`src/rtl/fanctrl_pkg.sv`:
```
// Shared fan-controller definitions: loader FSM encoding, frame constants, coefficient slots.
package fanctrl_pkg;

  typedef enum logic [1:0] {
    IDLE    = 2'd0,
    LOAD    = 2'd1,
    CHECK   = 2'd2,
    PENDING = 2'd3
  } state_e;

  localparam logic [7:0] HEADER_BYTE_DEFAULT = 8'hA5;
  localparam int         NUM_COEFFS          = 5;

  localparam int A0 = 0;
  localparam int A1 = 1;
  localparam int B0 = 2;
  localparam int B1 = 3;
  localparam int B2 = 4;

endpackage

```
`src/rtl/pid_coeff_timeout.sv`:
```
// Inter-byte idle counter; expired_o flags the edge on which the idle count reaches TIMEOUT_CYCLES.
module pid_coeff_timeout #(
  parameter int TIMEOUT_CYCLES = 1000
) (
  input  logic clk_i,
  input  logic rst_i,
  input  logic clr_i,
  input  logic en_i,
  output logic expired_o
);

  localparam int CNT_W = $clog2(TIMEOUT_CYCLES + 1);

  logic [CNT_W-1:0] cnt_q, cnt_d;

  always_comb begin
    cnt_d = cnt_q;
    if (clr_i)     cnt_d = '0;
    else if (en_i) cnt_d = cnt_q + CNT_W'(1);
  end

  always_ff @(posedge clk_i) begin
    if (rst_i) cnt_q <= '0;
    else       cnt_q <= cnt_d;
  end

  // Combinational so the FSM leaves the frame on exactly the TIMEOUT_CYCLES-th idle edge.
  assign expired_o = en_i && !clr_i && (cnt_q == CNT_W'(TIMEOUT_CYCLES - 1));

endmodule

```
`src/rtl/pid_coeff_loader.sv`:
```
// Byte-serial PID coefficient loader with atomic commit on pid_tick_i.
// Optional XOR checksum byte compiled in with `define PID_COEFF_CHECKSUM_EN.
module pid_coeff_loader
  import fanctrl_pkg::*;
#(
  parameter int         REG_BITWIDTH   = 32,
  parameter int         TIMEOUT_CYCLES = 1000,
  parameter logic [7:0] HEADER_BYTE    = HEADER_BYTE_DEFAULT
) (
  input  logic                           clk_i,
  input  logic                           rst_i,
  input  logic                           byte_valid_i,
  input  logic [7:0]                     byte_data_i,
  output logic                           byte_ready_o,
  input  logic                           pid_tick_i,
  output logic signed [REG_BITWIDTH-1:0] a0_o,
  output logic signed [REG_BITWIDTH-1:0] a1_o,
  output logic signed [REG_BITWIDTH-1:0] b0_o,
  output logic signed [REG_BITWIDTH-1:0] b1_o,
  output logic signed [REG_BITWIDTH-1:0] b2_o,
  output logic                           commit_o,
  output logic                           pending_o,
  output logic                           error_o
);

  localparam int BPW    = REG_BITWIDTH / 8;
  localparam int NBYTES = NUM_COEFFS * BPW;
  localparam int IDX_W  = $clog2(NBYTES);

  state_e                                    state_q;
  logic [IDX_W-1:0]                          idx_q;
  logic [NUM_COEFFS-1:0][REG_BITWIDTH-1:0]   shadow_q;
  logic [NUM_COEFFS-1:0][REG_BITWIDTH-1:0]   coef_q;
  logic                                      commit_q;
  logic                                      error_q;
`ifdef PID_COEFF_CHECKSUM_EN
  logic [7:0]                                xor_q;
`endif

  logic accept, in_frame, last_byte, tmo;

  assign byte_ready_o = (state_q != PENDING);
  assign accept       = byte_valid_i && byte_ready_o;
  assign in_frame     = (state_q == LOAD) || (state_q == CHECK);
  assign last_byte    = (idx_q == IDX_W'(NBYTES - 1));

  pid_coeff_timeout #(
    .TIMEOUT_CYCLES(TIMEOUT_CYCLES)
  ) u_timeout (
    .clk_i     (clk_i),
    .rst_i     (rst_i),
    .clr_i     (accept || !in_frame),
    .en_i      (in_frame),
    .expired_o (tmo)
  );

  always_ff @(posedge clk_i) begin
    if (rst_i) begin
      state_q  <= IDLE;
      idx_q    <= '0;
      shadow_q <= '0;
      coef_q   <= '0;
      commit_q <= 1'b0;
      error_q  <= 1'b0;
`ifdef PID_COEFF_CHECKSUM_EN
      xor_q    <= '0;
`endif
    end else begin
      commit_q <= 1'b0;
      error_q  <= 1'b0;
      unique case (state_q)
        IDLE: begin
          if (accept && byte_data_i == HEADER_BYTE) begin
            state_q <= LOAD;
            idx_q   <= '0;
`ifdef PID_COEFF_CHECKSUM_EN
            xor_q   <= '0;
`endif
          end
        end
        LOAD: begin
          if (tmo) begin
            error_q <= 1'b1;
            state_q <= IDLE;
          end else if (accept) begin
            // Flat byte index maps straight onto word/byte since words arrive a0..b2, LSB first.
            for (int i = 0; i < NBYTES; i++)
              if (idx_q == IDX_W'(i)) shadow_q[i / BPW][(i % BPW) * 8 +: 8] <= byte_data_i;
`ifdef PID_COEFF_CHECKSUM_EN
            xor_q <= xor_q ^ byte_data_i;
`endif
            if (last_byte) begin
              idx_q <= '0;
`ifdef PID_COEFF_CHECKSUM_EN
              state_q <= CHECK;
`else
              state_q <= PENDING;
`endif
            end else begin
              idx_q <= idx_q + IDX_W'(1);
            end
          end
        end
`ifdef PID_COEFF_CHECKSUM_EN
        CHECK: begin
          if (tmo) begin
            error_q <= 1'b1;
            state_q <= IDLE;
          end else if (accept) begin
            if (byte_data_i == xor_q) begin
              state_q <= PENDING;
            end else begin
              error_q <= 1'b1;
              state_q <= IDLE;
            end
          end
        end
`endif
        PENDING: begin
          if (pid_tick_i) begin
            coef_q   <= shadow_q;
            commit_q <= 1'b1;
            state_q  <= IDLE;
          end
        end
        default: state_q <= IDLE;
      endcase
    end
  end

  assign a0_o      = coef_q[A0];
  assign a1_o      = coef_q[A1];
  assign b0_o      = coef_q[B0];
  assign b1_o      = coef_q[B1];
  assign b2_o      = coef_q[B2];
  assign commit_o  = commit_q;
  assign error_o   = error_q;
  assign pending_o = (state_q == PENDING);

endmodule

```
`config.mk`:
```
export PLATFORM = sky130hd
export DESIGN_NAME = pid_coeff_loader
export DESIGN_NICKNAME = d
export VERILOG_FILES = /design/src/rtl/fanctrl_pkg.sv /design/src/rtl/pid_coeff_timeout.sv /design/src/rtl/pid_coeff_loader.sv
export SDC_FILE = /design/constraint.sdc
export NUM_CORES = 1
export LEC_CHECK = 0
export ABC_AREA = 1
export BUFFER_PORTS_ARGS = -buffer_cell sky130_fd_sc_hd__buf_4
export CORE_ASPECT_RATIO = 0.6
export CORE_UTILIZATION = 50
export DETAILED_ROUTE_END_ITERATION = 8
export PLACE_DENSITY = 0.7
export SLEW_MARGIN = 20
export SYNTH_ARGS = -nofsm -noshare
export SYNTH_HDL_FRONTEND = slang
export SYNTH_SLANG_ARGS = --single-unit
```
`constraint.sdc`:
```
create_clock -name clk_i -period 3.4 [get_ports clk_i]
set_input_delay 0.51 -clock clk_i [delete_from_list [all_inputs] [get_ports clk_i]]
set_output_delay 0.51 -clock clk_i [all_outputs]
set_load 0.03 [all_outputs]
```
==> flow_summary_export.csv <==
group,metric,value,unit
synth,synth_enable_flop_cells,0,
min_path,worstHoldEndpoint,"idx_q[4]",
drt,drc_errors,0,
clocking,cts_setup_buffers,0,
setup_path,critical-path-max-stage-delay,0.74,ns
final_layout,nNetsFinal,1665,
setup_path,crit_path_arrival_time,2.92,ns
pwr,p_leak,6.03,nW
timing,fin_crit_sh,72.1,%
synth,share_of_flip_flops_with_an_asynchronous_set_or_reset,0,%
final_layout,postLayoutCellArea,0.0145,mm²
synth,synth.cell_area,0.0120,mm²
outcome,run_status,"finished clean",
synth,synth-seq-area-share,56.4,%
die,core_area,0.0233,mm²
synth,synthesis.nets,1554,
drt,post_drt_wl_per_cell,15.6,µm
synth,synth_area_leader_cell,"sky130_fd_sc_hd__dfxtp_1",
place,routabilityCongestion,0.884,
setup_path,crit_path_cell_trace,"ha_1, inv_2, nand2_1, inv_2, nand3_1, nor2_1, inv_1, nor2_1, nor2_1",
clocking,cts.hold.buffers_added,0,
drt,via_per_inst,5.20,
clocking,clock_latency,0.57,ns
grt,global_route.usage.total,25.0,%
final_layout,mostFrequentLayoutCells,"sky130_fd_sc_hd__nor2_1 (526), sky130_fd_sc_hd__dfxtp_1 (339), sky130_fd_sc_hd__o21ai_0 (323)",
timing,totalNegativeSetupSlack,0,ns
grt,grt_pass1_wl,49300,µm
timing,number_of_max_slew_violations_in_the_final_report,0,
timing,max_freq,408,MHz
final_layout,flow.area_growth_from_synthesis,20.4,%
timing,slew_headroom,28.2,%
synth,synth.top_cells.by_area,"sky130_fd_sc_hd__dfxtp_1 (56%), sky130_fd_sc_hd__nor2_1 (16%), sky130_fd_sc_hd__o21ai_0 (13%)",
setup_path,timing.setup.critical_path_class,"register to register",
setup_path,cp_max_fo,13,
setup_path,critPathBufInv,3,
die,ios,176,
min_path,hold_start,"rst_i",
clocking,clock-sinks,339,
synth,synth_cells,1533,
grt,grt_start_max_net_pins,107,
drt,drtAntennaViolNets,0,
grt,grt_antenna_before_repair,0,
synth,synth_warnings,0,
setup_path,cpMaxStageDelayCell,"sky130_fd_sc_hd__nor2_1",
grt,grt_remaining_overflow,0,
die,floorplan.rows,43,
die,die-height,122,µm
drt,route.vias.total,10300,
setup_path,timing.rr.end,"shadow_q[149]",
setup_path,critPathRequiredTime,3.86,ns
pwr,power_density,623,mW/mm²
setup_path,crit_family,"simple AND/OR/NAND/NOR gates",
synth,ys_ff_latch,339,
drt,number_of_optimization_iterations_in_the_first_detailed_route_pass,8,
timing,setup_viol,0,
synth,yosys.area.top_type_share,56.4,%
clocking,tritoncts.num_buffers,30,
clocking,cts_tree,"yes",
clocking,clock-root-buffer,"sky130_fd_sc_hd__clkbuf_16",
place,placement.io_buffers,175,
synth,ys_types,24,
timing,post-route-min-period,2.45,ns
pwr,vdd_ir_drop_max,0.000457,V
synth,mapped_avg_cell_area,7.84,µm²
drt,drt-initial-drc-count,886,
min_path,holdCritPathClass,"input port to register",
place,place_hpwl,19700,µm
timing,worst_slew_pin_slew,1.08,ns
timing,worst_clock_skew,0.0114,ns
min_path,hold-path-cell-count,2,
setup_path,timing.critical_path.from_type,"register",
drt,detail_route.wirelength,31000,µm
setup_path,rrSetupSlack,0.95,ns
setup_path,worst_r2r_startpoint,"state_q[0]",
final_layout,diodes,0,
synth,synth_top_flop_cell,"sky130_fd_sc_hd__dfxtp_1",
setup_path,ff2ff_path_depth,9,
final_layout,final_layout_size_suffix_gt1_share,14.8,%
clocking,cts_resized,0,
die,die_area,0.0247,mm²
clocking,path_clk_slew,0.07,ns
grt,via_count_of_the_first_global_routing_pass,9204,
place,placed_cell_area,0.0134,mm²
setup_path,crit_start,"state_q[0]",
clocking,longest_clk_path_bufs,3,
clocking,max_h_tree_level,1,
setup_path,setup.worst_path.end_class,"register",
run,maxCapViolCount,0,
die,die_w,202,µm
die,initial_core_utilization,51.5,%
timing,grt_setup_unrepaired,"no",
timing,report.final.hold_viol_count,0,
final_layout,final_common_cell,"sky130_fd_sc_hd__nor2_1",
setup_path,crit_path_frequent_cell,"sky130_fd_sc_hd__nor2_1",
[worst max path at each step]
| stage | to | cells after the start |
|---|---|---|
| 3_5_place_dp | shadow_q[149] | 9 |
| 2_1_floorplan | shadow_q[92] | 9 |
| 5_1_grt | shadow_q[151] | 9 |
| 4_1_cts | shadow_q[149] | 9 |
| 6_report | shadow_q[149] | 9 |
| 3_3_place_gp | shadow_q[144] | 9 |
[synth_stat cells (all sizes together), types with 2 or more instances]
cell type,instances
clkbuf,76
nor2,527
or2,2
dfxtp,339
nand3,22
ha,9
a21oi,91
nand2,49
nor3,5
o21ai,323
nand4,3
buf,30
inv,53
[state kept, by name, indices dropped and copies added (netlist names)]
register         flops
state_q              2
b2_o                32
shadow_q           160
a0_o                32
b1_o                32
b0_o                32
idx_q                5
commit_o             1
u_timeout.cnt_q     10
error_o              1
a1_o                32
[power by group]
part	internal, mW	leakage (nW)	switching [mW]
clock	2.22	0.539	1.50
sequential	4.14	2.73	0.113
combinational	0.335	2.76	0.711
total	6.70	6.03	2.32
[routing by layer]
| layer | wire, µm | global-route usage (%) |
|---|---|---|
| met1 | 15800 | 38.8 |
| met3 | 2130 | 4.44 |
| met4 | 428 | 5.12 |
| met5 | 0 | 0 |
| met2 | 12700 | 36.0 |
[layout make-up]
cell class	instances	area [µm²]
well taps	315	394
repair buffers	185	1430
multi-input cells	1034	4560
flip-flops and latches	339	6790
clock inverters	12	191
fillers	2091	8880
clock buffers	43	901
inverters	54	210
[kinds of logic after synthesis]
group                    after synthesis  share of synthesized area (%)
buffers and inverters                160                           5.67
adder cells (fa/ha/maj)                9                          0.937
XOR/XNOR                               2                          0.146
AO/OA/AOI/OAI                        415                           17.3
AND/OR/NAND/NOR                      608                           19.5
flip-flops                           339                           56.4
[through the flow]
stage	power [mW]	setup slack, ns	util [%]	hold slack (ns)	instances
2_1_floorplan	5.03	1.60	-	0.417	1533
3_3_place_gp	5.37	1.07	57.3	0.437	1927
3_5_place_dp	5.39	0.988	57.3	0.445	1927
4_1_cts	9.07	0.978	62.0	0.186	1982
5_1_grt	9.37	0.703	62.0	0.189	1982
6_report	9.02	0.947	62.0	0.211	1982
Power figures use the tool's default switching activity.
